## config.mk

```make
export PLATFORM = sky130hd
export DESIGN_NAME = tmds_decoder
export DESIGN_NICKNAME = d
export VERILOG_FILES = /design/src/rtl/tmds_decoder.sv
export SDC_FILE = /design/constraint.sdc
export NUM_CORES = 1
export LEC_CHECK = 0
export ABC_AREA = 1
export CORE_ASPECT_RATIO = 1.1
export CORE_UTILIZATION = 55
export CTS_BUF_LIST = sky130_fd_sc_hd__clkbuf_4
export DETAILED_ROUTE_END_ITERATION = 7
export GPL_TIMING_DRIVEN = 0
export PLACE_DENSITY = 0.84
export REMOVE_ABC_BUFFERS = 1
export SLEW_MARGIN = 20
export SYNTH_ARGS = -nofsm -noshare
export SYNTH_HDL_FRONTEND = slang
export SYNTH_SLANG_ARGS = --single-unit
export TNS_END_PERCENT = 1
```

## constraint.sdc

```tcl
create_clock -name pixclk -period 2.8 [get_ports pixclk]
set_input_delay 0.84 -clock pixclk [delete_from_list [all_inputs] [get_ports pixclk]]
set_output_delay 0.84 -clock pixclk [all_outputs]
set_load 0.02 [all_outputs]
```

## src/rtl/tmds_decoder.sv

```systemverilog
// One-channel TMDS receive decoder: hunts control-token runs for word alignment, then decodes symbols.
// Define TMDS_DECODER_STATS_EN to add saturating slip_cnt / loss_cnt outputs.
module tmds_decoder #(
    parameter int CTL_RUN        = 8,
    parameter int SEARCH_TIMEOUT = 64,
    parameter int LOSS_TIMEOUT   = 4096
) (
    input  logic        pixclk,
    input  logic        rst_n,
    input  logic [9:0]  sym_in,
    output logic        vde,
    output logic [1:0]  cd,
    output logic [7:0]  vd,
    output logic        locked,
    output logic [3:0]  bit_offset
`ifdef TMDS_DECODER_STATS_EN
    ,
    output logic [15:0] slip_cnt,
    output logic [15:0] loss_cnt
`endif
);

    localparam int RC_W = $clog2(CTL_RUN + 1);
    localparam int TC_W = $clog2(SEARCH_TIMEOUT);
    localparam int LC_W = $clog2(LOSS_TIMEOUT);

    localparam logic [RC_W-1:0] RC_LAST = RC_W'(CTL_RUN - 1);
    localparam logic [TC_W-1:0] TC_MAX  = TC_W'(SEARCH_TIMEOUT - 1);
    localparam logic [LC_W-1:0] LC_MAX  = LC_W'(LOSS_TIMEOUT - 1);

    typedef enum logic [1:0] {
        ST_SEARCH,
        ST_VERIFY,
        ST_LOCKED
    } state_t;

    state_t          state, state_nxt;
    logic [RC_W-1:0] rc, rc_nxt;
    logic [TC_W-1:0] tc, tc_nxt;
    logic [LC_W-1:0] lc, lc_nxt;
    logic            slip;

    logic [9:0]  prev;
    logic [19:0] shifted;
    logic [9:0]  w;
    logic        is_tok;
    logic [1:0]  tok_cd;
    logic [7:0]  d;
    logic [6:0]  dx;
    logic [7:0]  dec;

    // The older word sits in the low half, so higher offsets reach into the current word.
    assign shifted = {sym_in, prev} >> bit_offset;
    assign w       = shifted[9:0];

    // NOTE: every signal driven here gets a default first, so no path leaves it unassigned (no latch).
    always_comb begin
        is_tok = 1'b1;
        tok_cd = 2'b00;
        case (w)
            10'b1101010100: tok_cd = 2'b00;
            10'b0010101011: tok_cd = 2'b01;
            10'b0101010100: tok_cd = 2'b10;
            10'b1010101011: tok_cd = 2'b11;
            default:        is_tok = 1'b0;
        endcase
    end

    assign d   = w[9] ? ~w[7:0] : w[7:0];
    assign dx  = d[7:1] ^ d[6:0];
    assign dec = {(w[8] ? dx : ~dx), d[0]};

    // NOTE: sequential state uses non-blocking assignments so all flops update from pre-edge values.
    always_ff @(posedge pixclk or negedge rst_n) begin
        if (!rst_n) begin
            state      <= ST_SEARCH;
            rc         <= '0;
            tc         <= '0;
            lc         <= '0;
            prev       <= '0;
            bit_offset <= '0;
        end else begin
            state <= state_nxt;
            rc    <= rc_nxt;
            tc    <= tc_nxt;
            lc    <= lc_nxt;
            prev  <= sym_in;
            if (slip)
                bit_offset <= (bit_offset == 4'd9) ? 4'd0 : bit_offset + 4'd1;
        end
    end

    always_comb begin
        state_nxt = state;
        rc_nxt    = rc;
        tc_nxt    = tc;
        lc_nxt    = lc;
        slip      = 1'b0;
        case (state)
            ST_SEARCH: begin
                if (is_tok) begin
                    state_nxt = ST_VERIFY;
                    rc_nxt    = RC_W'(1);
                    tc_nxt    = '0;
                end else if (tc == TC_MAX) begin
                    tc_nxt = '0;
                    slip   = 1'b1;
                end else begin
                    tc_nxt = tc + TC_W'(1);
                end
            end
            ST_VERIFY: begin
                if (is_tok) begin
                    rc_nxt = rc + RC_W'(1);
                    if (rc == RC_LAST) begin
                        state_nxt = ST_LOCKED;
                        lc_nxt    = '0;
                    end
                end else begin
                    state_nxt = ST_SEARCH;
                    rc_nxt    = '0;
                    tc_nxt    = '0;
                    slip      = 1'b1;
                end
            end
            ST_LOCKED: begin
                // Only token starvation drops lock; data symbols merely age the loss counter.
                if (is_tok) begin
                    lc_nxt = '0;
                end else if (lc == LC_MAX) begin
                    state_nxt = ST_SEARCH;
                    tc_nxt    = '0;
                end else begin
                    lc_nxt = lc + LC_W'(1);
                end
            end
            default: state_nxt = ST_SEARCH;
        endcase
    end

    assign locked = (state == ST_LOCKED);

    always_ff @(posedge pixclk or negedge rst_n) begin
        if (!rst_n) begin
            vde <= 1'b0;
            cd  <= 2'b00;
            vd  <= 8'h00;
        end else if (state == ST_LOCKED) begin
            vde <= !is_tok;
            vd  <= is_tok ? 8'h00 : dec;
            if (is_tok)
                cd <= tok_cd;
        end else begin
            vde <= 1'b0;
            cd  <= 2'b00;
            vd  <= 8'h00;
        end
    end

`ifdef TMDS_DECODER_STATS_EN
    logic loss_evt;
    assign loss_evt = (state == ST_LOCKED) && (state_nxt == ST_SEARCH);

    always_ff @(posedge pixclk or negedge rst_n) begin
        if (!rst_n) begin
            slip_cnt <= '0;
            loss_cnt <= '0;
        end else begin
            if (slip && slip_cnt != 16'hFFFF)
                slip_cnt <= slip_cnt + 16'd1;
            if (loss_evt && loss_cnt != 16'hFFFF)
                loss_cnt <= loss_cnt + 16'd1;
        end
    end
`endif

endmodule
```

==> summary.txt <==
Synth
  • Largest family of logic cells by synthesized area: simple AND/OR/NAND/NOR gates
  • Post-synthesis area per instance: ~7.1 sq um
  • Synth Area in XOR/XNOR: 4.628%
  • Ys Warns: 0
  • Mapped Cells: 505
  • Mux contribution to synthesized area: less than 1%
  • Compound-Gate Fraction of Synth Area: around 4.8%
  • Synth Area in Simple Gates: 44.08%
  • Netlist cell types: 37
  • Syn Std Cell Area: 3596 sq um
  • Post-Synth Adder-Cell Area: slightly below 5%
  • Synth Register Bits: roughly 50
  • Post-synthesis sequential area ratio: 34.10%

STA
  • Final Max Tran Viols: 0
  • Slew @ Worst Pin: about 0.53 ns
  • Final TNS setup: 0 ns
  • Worst Slack Setup Final: 0.02886 ns
  • Fmax: 360.9 MHz
  • Slew Limit Headroom: around 64%
  • Time the worst path needs with I/O delays and setup: 2.771 ns
  • Endpoints failing setup: 0
  • Tcrit/Tclk final: 98.97%
  • Worst hold slack: ~0.41 ns
  • Fin. Hold Viols: 0
  • Layout Skew: approximately 0.018 ns
  • RSZ-0062 raised after global routing: yes

Clock network
  • CTS tree: yes
  • Cts bufs inserted: 5
  • Clock slew at reported path FFs: 0.14 ns
  • H-tree levels: 2
  • CTS Buffer Depth: 2
  • Total clock sinks: 49
  • CTS root buf: clkbuf_4
  • Worst skew pair latency: 0.39 ns

Global routing
  • Pin count of the biggest net entering global routing: 30
  • GRT Overall Usage: 26.21%
  • First-pass GRT wire length: 13940 microns
  • Antenna violations before repair: 0
  • Vias in the first global route: 3154
  • Remaining Overflow, GRT: 0

Detailed routing
  • Vias: around 3700
  • DRC: 0
  • DRT Pass-1 Iters: 7
  • Final ANT Viol Nets: 0
  • Final wirelength: 9843 microns
  • DRC violation total after the first TritonRoute iteration: 291
  • Via-to-Cell Ratio: between 5 and 6
  • Routed wire per std cell: 15.40 microns

Status
  • Outcome: complete, no violations

Power
  • Clk pwr share: around a tenth
  • Combinational Power Share: 69.4%
  • Reg power frac: 21.2%
  • Total power: 4.400 mW
  • Peak supply drop: 0.0005575 V
  • Net switching power: about 2.2 mW
  • Internal: 2.216 mW
  • Power Dens Cells: 964.7 nW/um^2
  • Switching part of the total power: 49.62%
  • LEAKAGE: around 2.2 nW

Layout
  • Number of fill cells: 458
  • Multi-input gate area: 2391 sq um
  • Most frequent cells in the layout: nand2_1, nand3_1, dfrtp_1
  • Layout Area Growth over Synthesis: 26.83%
  • Final net count: 585
  • Commonest non-fill, non-tap cell in the layout: nand2_1
  • FF+latch area: ~1200 sq um
  • Antenna diode count: 0
  • Ratio of cells with drive above 1 in the final layout: 24.87%
  • Non-filler instance count after layout: 639

Critical path
  • CP Capture Type: register
  • Worst reg-to-reg path cell count: 20
  • CP max FO: 7
  • Critical path class: register to register
  • CP Launch Type: register
  • CP Cell Sequence: buf_6, clkinv_8, buf_8, buf_6, o21ai_4, nand2_1, nand3_1, nand2_2, inv_1, nand2_1, ha_1, nand2_2, nor2_4, nand3_4, buf_6, buf_4, nand3_1, nor2_1, nand3_1, nand2_1
  • Reg2reg start: bit_offset[0]
  • Slowest cell on crit path: dfrtp_4
  • CP required: between 3 and 4 ns
  • Setup crit start: bit_offset[0]
  • Worst setup path endpoint: tc[0]
  • CP peak stage delay: 0.55 ns
  • Worst EP arrival: 3.07 ns
  • R2R Setup Slk: 0.03 ns
  • Reg2Reg Capture Point: tc[0]

Job
  • Max_cap viols: 0

Floorplanning
  • Core area: 6231 sq um
  • FP Rows: 30
  • Initial Utilization: approximately 58%
  • DIE AREA: 6866 sq um
  • Die Y: approximately 87 microns
  • IO Pins: 28
  • Die W: 79.10 microns

Placement
  • Placed Cells: 597
  • Gp weighted congestion: 0.9171
  • Dpl hpwl: 5849 microns
  • PortBufs: 27
  • Pre-CTS setup slack: -1.005 ns

Worst hold path
  • Hold/Removal Path Class: input pin to async pin
[through the flow]
| stage | utilization [%] | area, sq um |
|---|---|---|
| 3_3_place_gp | 61.91 | 3857 |
| 4_1_cts | 66.91 | 4169 |
| 5_1_grt | 73.19 | 4561 |
| 2_1_floorplan | - | 3487 |
| 3_5_place_dp | 62.15 | 3872 |
| 6_report | 73.19 | 4561 |
[layout make-up]
| cell class | count | share of cell area [%] |
|---|---|---|
| Multi-Input combinational cell | 401 | 52.43 |
| Sequential cell | 49 | 27.08 |
| Timing Repair Buffer | 61 | 12.78 |
| Inverter | 40 | 3.731 |
| Tap cell | 80 | 2.195 |
| Clock buffer | 5 | 0.8230 |
| Clock inverter | 2 | 0.7682 |
| Timing Repair inverter | 1 | 0.1920 |
[repair_timing]
item | 4_1_cts | 5_1_grt
pin swaps | 11 | 17
setup endpoints to repair | 41 | 38
hold buffers | 0 | 0
cloned | 0 | 2
gates resized for setup | 44 | 74
setup buffers | 13 | 20
[power by group through the flow]
stage	clock network, mW	registers, mW	logic (mW)
after global routing	0.455	0.943	3.32
after global placement	0	0.961	2.05
after detailed placement	0	0.963	2.10
after floorplan	0	0.948	1.63
after CTS	0.427	0.968	2.33
final	0.417	0.931	3.05
[critical path, delay by kind of cell (launching register included)]
| family | cells | cell delay (ns) |
|---|---|---|
| flops | 1 | 0.55 |
| buf+inv | 7 | 0.83 |
| compound gates | 1 | 0.06 |
| simple gates | 11 | 1.05 |
| fa+ha+maj | 1 | 0.18 |
[flip-flops by register name, indices dropped and copies added, names as in the netlist]
register	cells
vd	8
prev	10
rc	4
lc	12
tc	6
cd	2
state	2
vde	1
bit_offset	4
[cells by family (layout without fill, tap and decap cells)]
| kind of cell | after synthesis | after routing |
|---|---|---|
| simple gates | 334 | 335 |
| mux | 1 | 1 |
| compound gates | 32 | 32 |
| xor+xnor | 19 | 19 |
| buf+inv | 56 | 109 |
| flops | 49 | 49 |
| fa+ha+maj | 14 | 14 |
[worst min-delay path by stage]
stage             start       end  slack (ns)  cells after the start
2_1_floorplan     tc[3]     tc[3]        0.46                      2
3_3_place_gp      cd[1]     cd[1]        0.47                      2
3_5_place_dp   state[1]  state[1]        0.49                      2
4_1_cts           rst_n   prev[0]        0.42                      1
5_1_grt           rst_n   prev[0]        0.41                      1
6_report          rst_n   prev[2]        0.41                      1
[cells in the mapped netlist]
master | number | area share [%]
buf_2 | 5 | 0.70
inv_4 | 1 | 0.17
o21ai_2 | 1 | 0.24
nor2_2 | 1 | 0.17
and2_1 | 3 | 0.52
nand3b_1 | 2 | 0.42
a31oi_1 | 1 | 0.17
buf_4 | 1 | 0.21
nor3_1 | 11 | 1.5
nand2_2 | 15 | 2.6
nor2_4 | 2 | 0.63
xor2_1 | 14 | 3.4
nand3_4 | 4 | 1.9
a21oi_1 | 8 | 1.1
buf_1 | 2 | 0.21
inv_1 | 36 | 3.8
buf_6 | 3 | 0.94
nand4_1 | 1 | 0.17
nand3_1 | 71 | 9.9
xnor2_1 | 5 | 1.2
dfrtp_1 | 49 | 34
or2_1 | 1 | 0.17
nand3_2 | 2 | 0.56
buf_12 | 1 | 0.56
nor2_8 | 1 | 0.56
o31ai_1 | 1 | 0.21
mux2i_1 | 1 | 0.28
nand2_8 | 2 | 1.1
nor2_1 | 42 | 4.4
nand2_1 | 169 | 18
a21oi_2 | 1 | 0.24
clkbuf_1 | 4 | 0.42
or2_2 | 3 | 0.52
ha_1 | 14 | 4.9
o21ai_0 | 20 | 2.8
nand2_4 | 4 | 1.3
inv_2 | 3 | 0.31
[metal layers]
metal  track usage (%)  up-vias  routed length (microns)
met5                 0        -                        0
met4             14.05        0                      388
met3             4.211       41                      612
met2             46.32      179                     5039
met1             30.21     1723                     3802
li1                  -     1722                        -
(Power assumes the default switching activity.)
